[src/rtl/branch_update_ctrl_if.sv]
// Resolution, predictor-update and redirect signals of the branch update sequencer.
// The slave modport is the controller's view; master is the EX/predictor side.
interface branch_update_ctrl_if #(
    parameter int WIDTH      = 4,
    parameter int ADDR_WIDTH = 32
);
    logic                  res_valid;
    logic                  res_ready;
    logic                  res_miss;
    logic [WIDTH-1:0]      res_line_index;
    logic [ADDR_WIDTH-1:0] res_pc;
    logic                  res_taken;
    logic [ADDR_WIDTH-1:0] res_target;
    logic                  res_pred_taken;
    logic [ADDR_WIDTH-1:0] res_pred_target;
    logic                  upd_stall;

    logic                  replace_en;
    logic [ADDR_WIDTH-1:0] replace_pc;
    logic [ADDR_WIDTH-1:0] replace_pc_target;
    logic                  static_branch_predict;
    logic                  fresh_en;
    logic [WIDTH-1:0]      fresh_line_index;
    logic                  dynamic_branch_predict;

    logic                  redirect_valid;
    logic [ADDR_WIDTH-1:0] redirect_pc;
    logic [31:0]           mispredict_cnt;

    modport slave (
        input  res_valid, res_miss, res_line_index, res_pc, res_taken,
               res_target, res_pred_taken, res_pred_target, upd_stall,
        output res_ready, replace_en, replace_pc, replace_pc_target,
               static_branch_predict, fresh_en, fresh_line_index,
               dynamic_branch_predict, redirect_valid, redirect_pc, mispredict_cnt
    );

    modport master (
        output res_valid, res_miss, res_line_index, res_pc, res_taken,
               res_target, res_pred_taken, res_pred_target, upd_stall,
        input  res_ready, replace_en, replace_pc, replace_pc_target,
               static_branch_predict, fresh_en, fresh_line_index,
               dynamic_branch_predict, redirect_valid, redirect_pc, mispredict_cnt
    );
endinterface

[src/rtl/branch_update_ctrl.sv]
// Purpose: queue resolved branches into predictor replace/fresh updates, merging same-PC misses; flag redirects.
// Latency: update strobe one cycle after accept (when alone and unstalled); redirect registered, one cycle.
// Backpressure: res_ready drops only when full with no pop and no merge hit; upd_stall holds the queue head.
module branch_update_ctrl #(
    parameter int WIDTH      = 4,
    parameter int ADDR_WIDTH = 32,
    parameter int DEPTH      = 4
) (
    input  logic                  clk,
    input  logic                  reset,
    branch_update_ctrl_if.slave   bus
);
    localparam int PW = $clog2(DEPTH);
    localparam int CW = PW + 1;

    typedef struct packed {
        logic                  rep;
        logic [ADDR_WIDTH-1:0] pc;
        logic [ADDR_WIDTH-1:0] target;
        logic                  taken;
        logic [WIDTH-1:0]      line_index;
    } upd_t;

    upd_t                  mem [DEPTH];
    logic [PW-1:0]         head_q;
    logic [PW-1:0]         tail_q;
    logic [CW-1:0]         count_q;
    logic                  redirect_vld_q;
    logic [ADDR_WIDTH-1:0] redirect_pc_q;
    logic [31:0]           cnt_q;

    logic                  pop;
    logic                  push;
    logic                  merge;
    logic                  merge_hit;
    logic                  ready;
    logic                  accept;
    logic                  mispredict;
    logic [DEPTH-1:0]      match_vec;
    logic [PW-1:0]         match_idx;
    upd_t                  head_e;
    upd_t                  new_e;

    assign head_e = mem[head_q];
    assign pop    = (count_q != '0) & ~bus.upd_stall;

    // An entry is live when its distance from head is below count; the head
    // leaving this cycle is excluded so the resolution is enqueued afresh.
    for (genvar g = 0; g < DEPTH; g++) begin : g_match
        logic [PW-1:0] off;
        assign off = PW'(g) - head_q;
        assign match_vec[g] = ({1'b0, off} < count_q) && mem[g].rep &&
                              (mem[g].pc == bus.res_pc) &&
                              !(pop && (PW'(g) == head_q));
    end

    always_comb begin
        match_idx = '0;
        for (int i = 0; i < DEPTH; i++) begin
            if (match_vec[i]) match_idx = PW'(i);
        end
    end

    assign merge_hit  = bus.res_miss & (|match_vec);
    assign ready      = (count_q < CW'(DEPTH)) | pop | merge_hit;
    assign accept     = bus.res_valid & ready;
    assign push       = accept & ~merge_hit;
    assign merge      = accept & merge_hit;
    assign mispredict = (bus.res_taken != bus.res_pred_taken) |
                        (bus.res_taken & (bus.res_target != bus.res_pred_target));

    always_comb begin
        new_e            = '0;
        new_e.rep        = bus.res_miss;
        new_e.pc         = bus.res_pc;
        new_e.target     = bus.res_target;
        new_e.taken      = bus.res_taken;
        new_e.line_index = bus.res_line_index;
    end

    // Entry storage needs no reset: liveness is tracked by count and pointers.
    always_ff @(posedge clk) begin
        if (push) begin
            mem[tail_q] <= new_e;
        end else if (merge) begin
            mem[match_idx].target <= bus.res_target;
            mem[match_idx].taken  <= bus.res_taken;
        end
    end

    always_ff @(posedge clk or negedge reset) begin
        if (!reset) begin
            head_q         <= '0;
            tail_q         <= '0;
            count_q        <= '0;
            redirect_vld_q <= 1'b0;
            redirect_pc_q  <= '0;
            cnt_q          <= '0;
        end else begin
            if (push) tail_q <= tail_q + 1'b1;
            if (pop)  head_q <= head_q + 1'b1;
            case ({push, pop})
                2'b10:   count_q <= count_q + 1'b1;
                2'b01:   count_q <= count_q - 1'b1;
                default: count_q <= count_q;
            endcase

            redirect_vld_q <= accept & mispredict;
            if (accept & mispredict) begin
                redirect_pc_q <= bus.res_taken ? bus.res_target
                                               : bus.res_pc + ADDR_WIDTH'(8);
                if (cnt_q != 32'hFFFF_FFFF) cnt_q <= cnt_q + 32'd1;
            end
        end
    end

    assign bus.res_ready              = ready;
    assign bus.replace_en             = pop & head_e.rep;
    assign bus.replace_pc             = head_e.pc;
    assign bus.replace_pc_target      = head_e.target;
    assign bus.static_branch_predict  = head_e.taken;
    assign bus.fresh_en               = pop & ~head_e.rep;
    assign bus.fresh_line_index       = head_e.line_index;
    assign bus.dynamic_branch_predict = head_e.taken;
    assign bus.redirect_valid         = redirect_vld_q;
    assign bus.redirect_pc            = redirect_pc_q;
    assign bus.mispredict_cnt         = cnt_q;
endmodule

[src/flat_wrapper.sv]
// flat-port wrapper written by rule: the top's interface ports become plain ports
module branch_update_ctrl_flat 
#(
    parameter int WIDTH      = 4,
    parameter int ADDR_WIDTH = 32,
    parameter int DEPTH      = 4
)
  (clk, reset, bus_res_valid, bus_res_miss, bus_res_line_index, bus_res_pc, bus_res_taken, bus_res_target, bus_res_pred_taken, bus_res_pred_target, bus_upd_stall, bus_res_ready, bus_replace_en, bus_replace_pc, bus_replace_pc_target, bus_static_branch_predict, bus_fresh_en, bus_fresh_line_index, bus_dynamic_branch_predict, bus_redirect_valid, bus_redirect_pc, bus_mispredict_cnt);
  branch_update_ctrl_if #(.WIDTH(WIDTH), .ADDR_WIDTH(ADDR_WIDTH)) bus_i ();
  input  logic clk;
  input  logic reset;
  input wire logic [$bits(bus_i.res_valid)-1:0] bus_res_valid;
  input wire logic [$bits(bus_i.res_miss)-1:0] bus_res_miss;
  input wire logic [$bits(bus_i.res_line_index)-1:0] bus_res_line_index;
  input wire logic [$bits(bus_i.res_pc)-1:0] bus_res_pc;
  input wire logic [$bits(bus_i.res_taken)-1:0] bus_res_taken;
  input wire logic [$bits(bus_i.res_target)-1:0] bus_res_target;
  input wire logic [$bits(bus_i.res_pred_taken)-1:0] bus_res_pred_taken;
  input wire logic [$bits(bus_i.res_pred_target)-1:0] bus_res_pred_target;
  input wire logic [$bits(bus_i.upd_stall)-1:0] bus_upd_stall;
  output wire logic [$bits(bus_i.res_ready)-1:0] bus_res_ready;
  output wire logic [$bits(bus_i.replace_en)-1:0] bus_replace_en;
  output wire logic [$bits(bus_i.replace_pc)-1:0] bus_replace_pc;
  output wire logic [$bits(bus_i.replace_pc_target)-1:0] bus_replace_pc_target;
  output wire logic [$bits(bus_i.static_branch_predict)-1:0] bus_static_branch_predict;
  output wire logic [$bits(bus_i.fresh_en)-1:0] bus_fresh_en;
  output wire logic [$bits(bus_i.fresh_line_index)-1:0] bus_fresh_line_index;
  output wire logic [$bits(bus_i.dynamic_branch_predict)-1:0] bus_dynamic_branch_predict;
  output wire logic [$bits(bus_i.redirect_valid)-1:0] bus_redirect_valid;
  output wire logic [$bits(bus_i.redirect_pc)-1:0] bus_redirect_pc;
  output wire logic [$bits(bus_i.mispredict_cnt)-1:0] bus_mispredict_cnt;
  assign bus_i.res_valid = bus_res_valid;
  assign bus_i.res_miss = bus_res_miss;
  assign bus_i.res_line_index = bus_res_line_index;
  assign bus_i.res_pc = bus_res_pc;
  assign bus_i.res_taken = bus_res_taken;
  assign bus_i.res_target = bus_res_target;
  assign bus_i.res_pred_taken = bus_res_pred_taken;
  assign bus_i.res_pred_target = bus_res_pred_target;
  assign bus_i.upd_stall = bus_upd_stall;
  assign bus_res_ready = bus_i.res_ready;
  assign bus_replace_en = bus_i.replace_en;
  assign bus_replace_pc = bus_i.replace_pc;
  assign bus_replace_pc_target = bus_i.replace_pc_target;
  assign bus_static_branch_predict = bus_i.static_branch_predict;
  assign bus_fresh_en = bus_i.fresh_en;
  assign bus_fresh_line_index = bus_i.fresh_line_index;
  assign bus_dynamic_branch_predict = bus_i.dynamic_branch_predict;
  assign bus_redirect_valid = bus_i.redirect_valid;
  assign bus_redirect_pc = bus_i.redirect_pc;
  assign bus_mispredict_cnt = bus_i.mispredict_cnt;
  branch_update_ctrl #(.WIDTH(WIDTH), .ADDR_WIDTH(ADDR_WIDTH), .DEPTH(DEPTH)) u_core (.clk(clk), .reset(reset), .bus(bus_i));
endmodule
[config.mk]
export PLATFORM = sky130hd
export DESIGN_NAME = branch_update_ctrl_flat
export DESIGN_NICKNAME = d
export VERILOG_FILES = /design/src/rtl/branch_update_ctrl_if.sv /design/src/rtl/branch_update_ctrl.sv /design/src/flat_wrapper.sv
export SDC_FILE = /design/constraint.sdc
export NUM_CORES = 1
export LEC_CHECK = 0
export BUFFER_PORTS_ARGS = -buffer_cell sky130_fd_sc_hd__buf_2
export CAP_MARGIN = 25
export CORE_AREA = 2 2 165 208
export CTS_BUF_LIST = sky130_fd_sc_hd__clkbuf_16
export CTS_CLUSTER_DIAMETER = 150
export DETAILED_ROUTE_END_ITERATION = 8
export DIE_AREA = 0 0 167 210
export PLACE_DENSITY = 0.71
export SLEW_MARGIN = 0
export SYNTH_ARGS = -nofsm -noshare
export SYNTH_HDL_FRONTEND = slang
export SYNTH_SLANG_ARGS = --single-unit
[constraint.sdc]
create_clock -name clk -period 7.42 [get_ports clk]
set_clock_uncertainty 0.05 [all_clocks]
set_input_delay 0.371 -clock clk [delete_from_list [all_inputs] [get_ports clk]]
set_output_delay 0.371 -clock clk [all_outputs]
set_load 0.02 [all_outputs]
==> results.md, run 1 <==
- The number of max-slew violations in the final report came to 0.
- Of the post-synthesis cell area, the dominant cell type holds 51.4%.
- The clock latency reported for the late side of the worst-skew pair is 0.53 ns.
- Counting the buffers created by CTS gives 35.
- Of the cells placed in the final design, the portion with a size suffix greater than 1 is 30.5%.
- For this design, the sink count on the clock tree is 352.
- The launching element type of the critical path is a flop.
- For this block, the via count after detailed routing is 10100.
- The total power of the final layout is 6.73 mW.
- The switching part of the total power is 34.2%.
- TritonCTS built the clock tree.
- For this run the aggregate overflow at the end of global routing stands at 0.
- In this run the worst hold path is classified as input port to flop.
- Global routing used 23.6% of the available tracks across all layers.
- The number of synthesized flops with an enable pin is 280.
- The measured slew at the worst slew-check pin is 0.892 ns.
- In this run the cell area measured after placement is 0.0178 sq mm.
- The post-route minimum period is 4.90 ns.
- The net count of the finished layout is 1416.
- The number of filler instances in the final layout is 2588.
- The number of failing hold endpoints at the final stage is 0.
- The run finished with clean final reports.
- The gate count after technology mapping is 1063.
- The top cell type by total area after synthesis is sky130_fd_sc_hd__edfxtp_1.
- Across all register-to-register paths, the minimum setup slack is 2.52 ns.
- Along the worst hold path, the cell count comes to 1.
- After synthesis, the netlist uses 51 different library cells.
- Combinational cells account for 32.9% of the total power.
- For the worst setup path, the data required time is 7.56 ns.
- The average routed wire per standard cell is 24.0 um.
- The final count of negative-setup-slack endpoints is 0.
- In the synthesized netlist the dominant register cell turns out to be sky130_fd_sc_hd__edfxtp_1.
- The number of cells on the worst reg-to-reg path is 10.
- After layout, the worst setup slack is 2.52 ns.
- The final non-filler cell area is 0.0191 sq mm.
- The portion of synthesized area spent on multiplexers is 12.0%.
- The die is 210 um tall.
- The beginning of the worst hold path is bus_res_line_index[1].
- The number of buffers inserted by post-CTS setup repair is 0.
- The weighted congestion at the end of routability-driven global placement is 0.862.
- The worst relative slew slack is 39.9%.
- The detailed-route vias per instance is 5.75.
- The first routing iteration left 967 violations.
- The final clock period utilization by the worst path is 66.0%.
- The worst hold path endpoint is u_core.mem[3][1].
- The number of nets handed over by synthesis was 1182.
- The power density relative to cell area is 352 mW/mm^2.
- Entering global routing, the biggest net connects 74 pins.
- After synthesis, the largest family of logic cells by area is multiplexers.
- The number of nets with antenna violations after detailed routing is 0.
- The number of optimization iterations in the first detailed-route pass is 5.
- Clock-pin slew was measured on the worst setup and hold paths at 0.06 ns.
- The sequential power share is 40.9%.
- Measured on the finished design, the core utilization comes to 57.8%.
- The net switching power figure is 2.30 mW.
- The worst setup path is of the flop to flop kind.
- The post-synthesis xor/xnor area fraction is 11.6%.
- 245 I/O pins were placed.
- The worst setup path is captured at a flop.
- Across the run, the number of max-cap violations was 0.
- By count the netlist is led by sky130_fd_sc_hd__edfxtp_1 (280), sky130_fd_sc_hd__xor2_1 (136), sky130_fd_sc_hd__xnor2_1 (80).
- Once the floorplan was initialized, standard cells occupied 49.3% of the core.
- Setup repair after global routing left no endpoint under its margin.
- In this run, post-CTS repair resized a total of 0 instances.
- The maximum fanout along the worst path is 42.
- In the post-synthesis netlist, the biggest area contributors are sky130_fd_sc_hd__edfxtp_1 (51%), sky130_fd_sc_hd__dfrtp_1 (11%), sky130_fd_sc_hd__mux4_2 (9.6%).
- The count of H-tree levels built during CTS is 2.
- The async set-or-reset flop fraction in the synthesized netlist is 20.5%.
- During synthesis, Yosys emitted a total of 0 warnings.
- The total length of routed wires is 42000 um.
- The worst slack at placement is 2.44 ns.
- The tree is rooted in a sky130_fd_sc_hd__clkbuf_16.
- During placement, the flow inserted port buffers numbering 244.
- The total internal power is 4.43 mW.
- The synthesized netlist devotes 2.36% of its cell area to compound gates.
- The cell total after placement is 1675.
- Yosys instantiated no cell more often than sky130_fd_sc_hd__edfxtp_1.
- The HPWL after detailed placement is 29400 um.
- The DRC violations left is 0.
- The worst IR drop on VDD is 259 uV.
- The fraction of the mapped netlist area in simple logic gates is 7.79%.
- The floorplan step defined a die boundary enclosing 0.0351 sq mm.
- The count of cells in the finished layout, fillers not included, comes to 1752.
- Of the total power, the clock network draws 26.2%.
- In this run the mean area of a mapped cell was 15.4 sq um.
- The portion of the post-synthesis area used by sequential elements is 62.5%.
- The area growth from synthesis to layout is 17.1%.
- The analysis attributes to cell leakage a power of 7.13 nW.
- The capture instance of the worst register-to-register path is u_core.mem[2][63].
- The initial antenna violation count is 4.
- The synthesized-area fraction occupied by adder cells is 0.965%.
- The startpoint of the most critical register-to-register path is u_core.head_q[0].
- The global-route wire length before repair is 61700 um.
- The buffer levels on the longest clock path is 3.
- Counting flops and latches in the post-synthesis netlist gives 352.
- Row generation in the floorplan step produced 75 rows.
- The worst hold margin is 0.0162 ns.
- The signal arrival time at the worst endpoint is 5.03 ns.
- The via count of the first global-routing pass is 9942.
- The area inside the core boundary is 0.0331 sq mm.
- The chip width is 167 um.
- The upper clock frequency limit is 0.204 GHz.
- In the final timing run, aggregate negative setup slack is 0 ns.
- The synthesized netlist occupies a cell area of 0.0163 sq mm.
==> worst max-delay path: stages (launching register included) <==
cell	delay, ns
sky130_fd_sc_hd__dfrtp_4	0.89
sky130_fd_sc_hd__buf_4	0.76
sky130_fd_sc_hd__nand2b_1	0.22
sky130_fd_sc_hd__a21oi_1	0.07
sky130_fd_sc_hd__o211ai_1	0.23
sky130_fd_sc_hd__nor4_2	0.08
sky130_fd_sc_hd__or4b_4	0.56
sky130_fd_sc_hd__a21o_1	0.26
sky130_fd_sc_hd__and2b_1	0.25
sky130_fd_sc_hd__and2_1	0.68
sky130_fd_sc_hd__buf_4	0.46
==> power groups by stage <==
stage	sequential (mW)	combinational [mW]	clock [mW]
after global placement	2.78	2.16	0
after CTS	2.76	2.22	1.79
final	2.75	2.21	1.77
after detailed placement	2.79	2.20	0
after global routing	2.79	2.34	1.87
after floorplan	2.78	1.43	0
==> logic make-up (layout without fill, tap and decap cells) <==
logic type | after synthesis | after routing
other | 0 | 5
muxes | 104 | 104
buffers and inverters | 79 | 340
xor gates and xnor gates | 216 | 216
AOI/OAI and AO/OA | 62 | 62
DFF | 352 | 352
adders and majority gates | 12 | 12
and+or+nand+nor | 238 | 238
==> sequential cells by signal, indices dropped and copies added (netlist names) <==
signal and cells:
u_core.mem 280, u_core.bus.mispredict_cnt 32, u_core.bus.redirect_pc 32, u_core.count_q 3
u_core.head_q 2, u_core.tail_q 2, u_core.bus.redirect_valid 1
==> worst max-delay path by stage <==
stage | from | endpoint | slack [ns] | cells after the start
floorplan | u_core.head_q[0] | u_core.mem[1][0] | 1.37 | 12
global placement | u_core.head_q[0] | u_core.mem[2][63] | 2.56 | 10
detailed placement | u_core.head_q[0] | u_core.mem[2][67] | 2.44 | 10
CTS | u_core.head_q[0] | u_core.mem[2][65] | 2.41 | 10
global route | u_core.head_q[0] | u_core.mem[2][65] | 2.12 | 10
finish | u_core.head_q[0] | u_core.mem[2][63] | 2.52 | 10
==> cells in the final DEF, fill, tap and decap left out, types with 5 or more instances in the layout <==
| cell type | instances |
|---|---|
| sky130_fd_sc_hd__o21ai_0 | 33 |
| sky130_fd_sc_hd__a21oi_1 | 8 |
| sky130_fd_sc_hd__nor4_1 | 30 |
| sky130_fd_sc_hd__mux2i_1 | 5 |
| sky130_fd_sc_hd__and2_1 | 10 |
| sky130_fd_sc_hd__ha_1 | 11 |
| sky130_fd_sc_hd__xnor2_1 | 80 |
| sky130_fd_sc_hd__buf_16 | 5 |
| sky130_fd_sc_hd__mux2_1 | 19 |
| sky130_fd_sc_hd__inv_1 | 21 |
| sky130_fd_sc_hd__xor2_1 | 136 |
| sky130_fd_sc_hd__nor3_1 | 15 |
| sky130_fd_sc_hd__buf_4 | 9 |
| sky130_fd_sc_hd__clkbuf_16 | 36 |
| sky130_fd_sc_hd__nand4_1 | 36 |
| sky130_fd_sc_hd__mux2_2 | 8 |
| sky130_fd_sc_hd__edfxtp_1 | 280 |
| sky130_fd_sc_hd__nand3_1 | 30 |
| sky130_fd_sc_hd__nor2_1 | 19 |
| sky130_fd_sc_hd__clkinv_1 | 9 |
| sky130_fd_sc_hd__buf_2 | 243 |
| sky130_fd_sc_hd__and3_1 | 17 |
| sky130_fd_sc_hd__mux4_2 | 70 |
| sky130_fd_sc_hd__nand2_1 | 58 |
| sky130_fd_sc_hd__dfrtp_1 | 70 |
| sky130_fd_sc_hd__diode_2 | 5 |
==> metal layers <==
layer / track usage [%] / share of wire, % / vias up / wire, um
li1: - / - / 4463 / -
met1: 31.8 / 40 / 5083 / 16600
met2: 38.3 / 49 / 453 / 20600
met3: 3.53 / 6.9 / 82 / 2910
met4: 10.6 / 4.3 / 0 / 1800
met5: 0 / 0 / - / 0
==> repair_timing <==
| item | 4_1_cts | 5_1_grt |
|---|---|---|
| hold endpoints to repair | 22 | 0 |
| setup endpoints to repair | 0 | 0 |
| hold buffers | 4 | 0 |
==> area by class of cell <==
cell class	instances	area [sq um]	share of cell area [%]
Sequential cell	352	10200	53.4
Tap cell	423	529	2.77
Antenna cell	5	12.5	0.0654
Multi-Input combinational cell	632	5710	29.8
Inverter	14	52.6	0.275
Timing Repair Buffer	262	1480	7.74
Clock inverter	28	241	1.26
Clock buffer	36	901	4.71
Note: power is estimated with default switching activity, not from simulation.
==> run 2: changes to the inputs <==
--- a/config.mk
+++ b/config.mk
@@ -12,7 +12,7 @@
 export CTS_CLUSTER_DIAMETER = 150
 export DETAILED_ROUTE_END_ITERATION = 8
 export DIE_AREA = 0 0 167 210
-export PLACE_DENSITY = 0.71
+export PLACE_DENSITY = 0.73
 export SLEW_MARGIN = 0
 export SYNTH_ARGS = -nofsm -noshare
 export SYNTH_HDL_FRONTEND = slang
==> constraint.sdc (replaced) <==
create_clock -name clk -period 4.05 [get_ports clk]
set_clock_uncertainty 0.05 [all_clocks]
set_input_delay 0.2025 -clock clk [delete_from_list [all_inputs] [get_ports clk]]
set_output_delay 0.2025 -clock clk [all_outputs]
set_load 0.02 [all_outputs]
==> run 2 against run 1 <==
  * Final area up 4.1%
  * Critical path type is now flop to primary output
  * Flip-flop and latch count unchanged
  * Worst setup slack worse by 2.2 ns
==> results.md, run 2 (synthesized netlist as in run 1, its figures left out) <==
- The run finished with clean final reports.
- The HPWL after detailed placement is 29900 um (+1.9%).
- Setup repair after global routing left no endpoint under its margin.
- The capture instance of the worst register-to-register path is u_core.mem[0][47].
- In the finished design, the share of the clock period the worst path needs comes to 91.5%.
- The most frequent standard cell in the layout excluding fill and tap cells is sky130_fd_sc_hd__edfxtp_1.
- The leakage power of the design was 7.48 nW (+4.9%).
- The cell depth of the worst setup path was 5 (-5).
- The DRC violation total after the first TritonRoute iteration is 1151 (+19%).
- The detailed-route vias per instance was 5.76 (about the same).
- The area inside the core boundary is 0.0331 sq mm (unchanged).
- The total length of routed wires is 43000 um (+2.5%).
- The global-route wire length before repair is 64200 um (+4.1%).
- The chip width was 167 um (unchanged).
- The cell with the biggest individual delay on the critical path is sky130_fd_sc_hd__buf_4.
- The count of vias placed by the detailed router was 10500 (+3.8%).
- The overflow left after global routing is 0 (unchanged).
- The net switching power figure was 4.33 mW (+88%).
- The worst relative slew slack was 37.7% (-2.2 points).
- The end point of the critical path is bus_fresh_en.
- The number of top-level design ports came to 245 (unchanged).
- The die extent in y is 210 um (unchanged).
- The buffer and inverter count on the worst path was 3 (+1).
- The average routed wire per standard cell is 23.7 um (-1.2%).
- The register with the most flip-flops is u_core.mem.
- The signal arrival time at the worst endpoint is 3.45 ns (-1.58 ns).
- The number of buffers inserted by post-CTS setup repair is 0 (unchanged).
- The number of nets with antenna violations after detailed routing is 0 (unchanged).
- The number of failing hold endpoints at the final stage was 0 (unchanged).
- The combinational share of power is 33.5% (+0.6 points).
- The final count of negative-setup-slack endpoints is 0 (unchanged).
- The number of max-cap violations came to 0 (unchanged).
- The number of optimization iterations in the first detailed-route pass is 5 (unchanged).
- The highest cell delay on the worst timing path came to 0.72 ns (-0.17 ns).
- The tightest min-delay check is of the input port to flop type.
- The switching part of the total power is 34.0% (-0.13 points).
- The total power of the final layout is 12.7 mW (+89%).
- The share of post-route cells with drive strength above 1 is 30.8% (+0.24 points).
- The layout net count came to 1486 (+4.9%).
- The number of inserted diodes is 0 (-5).
- The total die area is 0.0351 sq mm (unchanged).
- The total track usage is 24.4% (+0.79 points).
- The launching element type of the critical path is a flop.
- The effective utilization at floorplan is 49.3% (unchanged).
- The hold buffer count at CTS is 58 (+54).
- The upper clock frequency limit is 0.270 GHz.
- The critical path in this run is classified as flop to primary output.
- The cell class contributing the biggest share of worst-path delay is buffers and inverters.
- The post-route minimum period is 3.71 ns.
- The DRC violations left is 0 (unchanged).
- The sequential power share is 38.8% (-2.1 points).
- The total internal power came to 8.40 mW (+89%).
- The buffer levels on the longest clock path was 3 (unchanged).
- The final non-filler cell area is 0.0199 sq mm (+4.1%).
- Traced cell by cell, the critical path runs through buf_4 -> buf_4 -> mux4_2 -> nor3_1 -> buf_2.
- The total of cells resized after clock tree synthesis came to 0 (unchanged).
- The count of input and output buffers was 244 (unchanged).
- The clock net sink count is 352 (unchanged).
- TritonCTS built the clock tree.
- The largest net degree at the start of global routing is 73 (-1.4%).
- In the layout the commonest cells are sky130_fd_sc_hd__edfxtp_1 (280), sky130_fd_sc_hd__buf_2 (243), sky130_fd_sc_hd__xor2_1 (136).
- The number of filler instances in the final layout is 2496 (-3.6%).
- The data required time at the worst endpoint is 3.80 ns (-3.76 ns).
- The worst reg-to-reg setup slack is 0.36 ns (-2.16 ns).
- The count of H-tree levels built during CTS was 2 (unchanged).
- The clock network power share came to 27.7% (+1.5 points).
- The via count of the first global-routing pass is 10500 (+5.2%).
- The tree is rooted in a sky130_fd_sc_hd__clkbuf_16.
- The number of buffers added by the clock tree synthesis step came to 36 (+2.9%).
- The power density relative to cell area is 639 mW/mm^2 (+82%).
- The cell that appears most often on the critical path is sky130_fd_sc_hd__buf_4.
- The maximum fanout along the worst path is 47 (+12%).
- The post-detailed-placement cell area was 0.0180 sq mm (+1.1%).
- The initial antenna violation count is 0 (-4).
- In this run the critical register-to-register path is launched from u_core.head_q[0].
- The worst IR drop on VDD came to 489 uV (+89%).
- The final critical-path setup slack is 0.344 ns (-2.18 ns).
- STA classifies the critical path endpoint as a primary output.
- The row count is 75 (unchanged).
- The worst slack at placement came to 0.216 ns (-2.22 ns).
- The setup TNS after final layout is 0 ns (unchanged).
- The final core area utilization is 60.2% (+2.4 points).
- The weighted congestion at the end of routability-driven global placement is 0.892 (+3.4%).
- The number of flip-flops under the largest register name was 280 (unchanged).
- The clock transition at the registers of the reported paths is 0.06 ns (about the same).
- The number of max-slew violations in the final report is 0 (unchanged).
- The cell depth of the worst flop-to-flop path is 12 (+2).
- The start point of the critical path is u_core.head_q[0].
- The clock latency reported for the late side of the worst-skew pair is 0.54 ns (about the same).
- The layout-stage area growth over the synthesis result is 21.9%.
- The measured slew at the worst slew-check pin was 0.934 ns (+0.0424 ns).
## run 2: cell count changes in the layout (fill, tap and decap cells not counted), sizes merged
cell	change
dlygate4sd3	+55
buf	+14
diode	-5
bufinv	+3
clkinv	-1
clkinvlp	+1
inv	-1
## run 2: routing by layer
layer	GRT usage [%]	up-vias	routed length (um)
met5	0	-	0
met4	9.99	0	1790
met3	4.09	93	2860
met1	32.5	5295	17200
met2	40.1	473	21200
li1	-	4606	-
## run 2: layout make-up
type / instances / area, sq um / share of cell area [%]
clock buffers: 36 / 901 / 4.52
clock inverters: 30 / 355 / 1.78
inverters: 14 / 52.6 / 0.264
multi-input cells: 632 / 5720 / 28.7
flip-flops and latches: 352 / 10200 / 51.3
well taps: 423 / 529 / 2.66
repair buffers: 331 / 2160 / 10.8
## run 2: worst min-delay path by stage
| stage | start | endpoint | slack [ns] | cells after the start |
|---|---|---|---|---|
| after floorplan | reset | u_core.bus.mispredict_cnt[0] | -0.14 | 0 |
| after global placement | reset | u_core.bus.mispredict_cnt[15] | 0.37 | 1 |
| after detailed placement | reset | u_core.bus.mispredict_cnt[15] | 0.37 | 1 |
| after CTS | bus_res_pc[15] | u_core.mem[3][52] | 0.0002 | 1 |
| after global routing | bus_res_pc[5] | u_core.mem[3][42] | 0.02 | 1 |
| final | bus_res_pc[15] | u_core.mem[1][52] | 0.02 | 1 |
## run 2: per-stage QoR
stage / cells / hold WS (ns)
detailed placement: 1691 / 0.365
floorplan: 1063 / -0.143
CTS: 1815 / 0.000184
global placement: 1688 / 0.366
global route: 1818 / 0.0179
finish: 1818 / 0.0209
## run 2: power by group through the flow
stage	clock network, mW	registers [mW]	logic, mW
6_report	3.52	4.94	4.27
4_1_cts	3.57	4.93	4.29
3_5_place_dp	0	5.00	4.22
2_1_floorplan	0	5.07	2.65
5_1_grt	3.70	4.98	4.53
3_3_place_gp	0	4.98	4.15
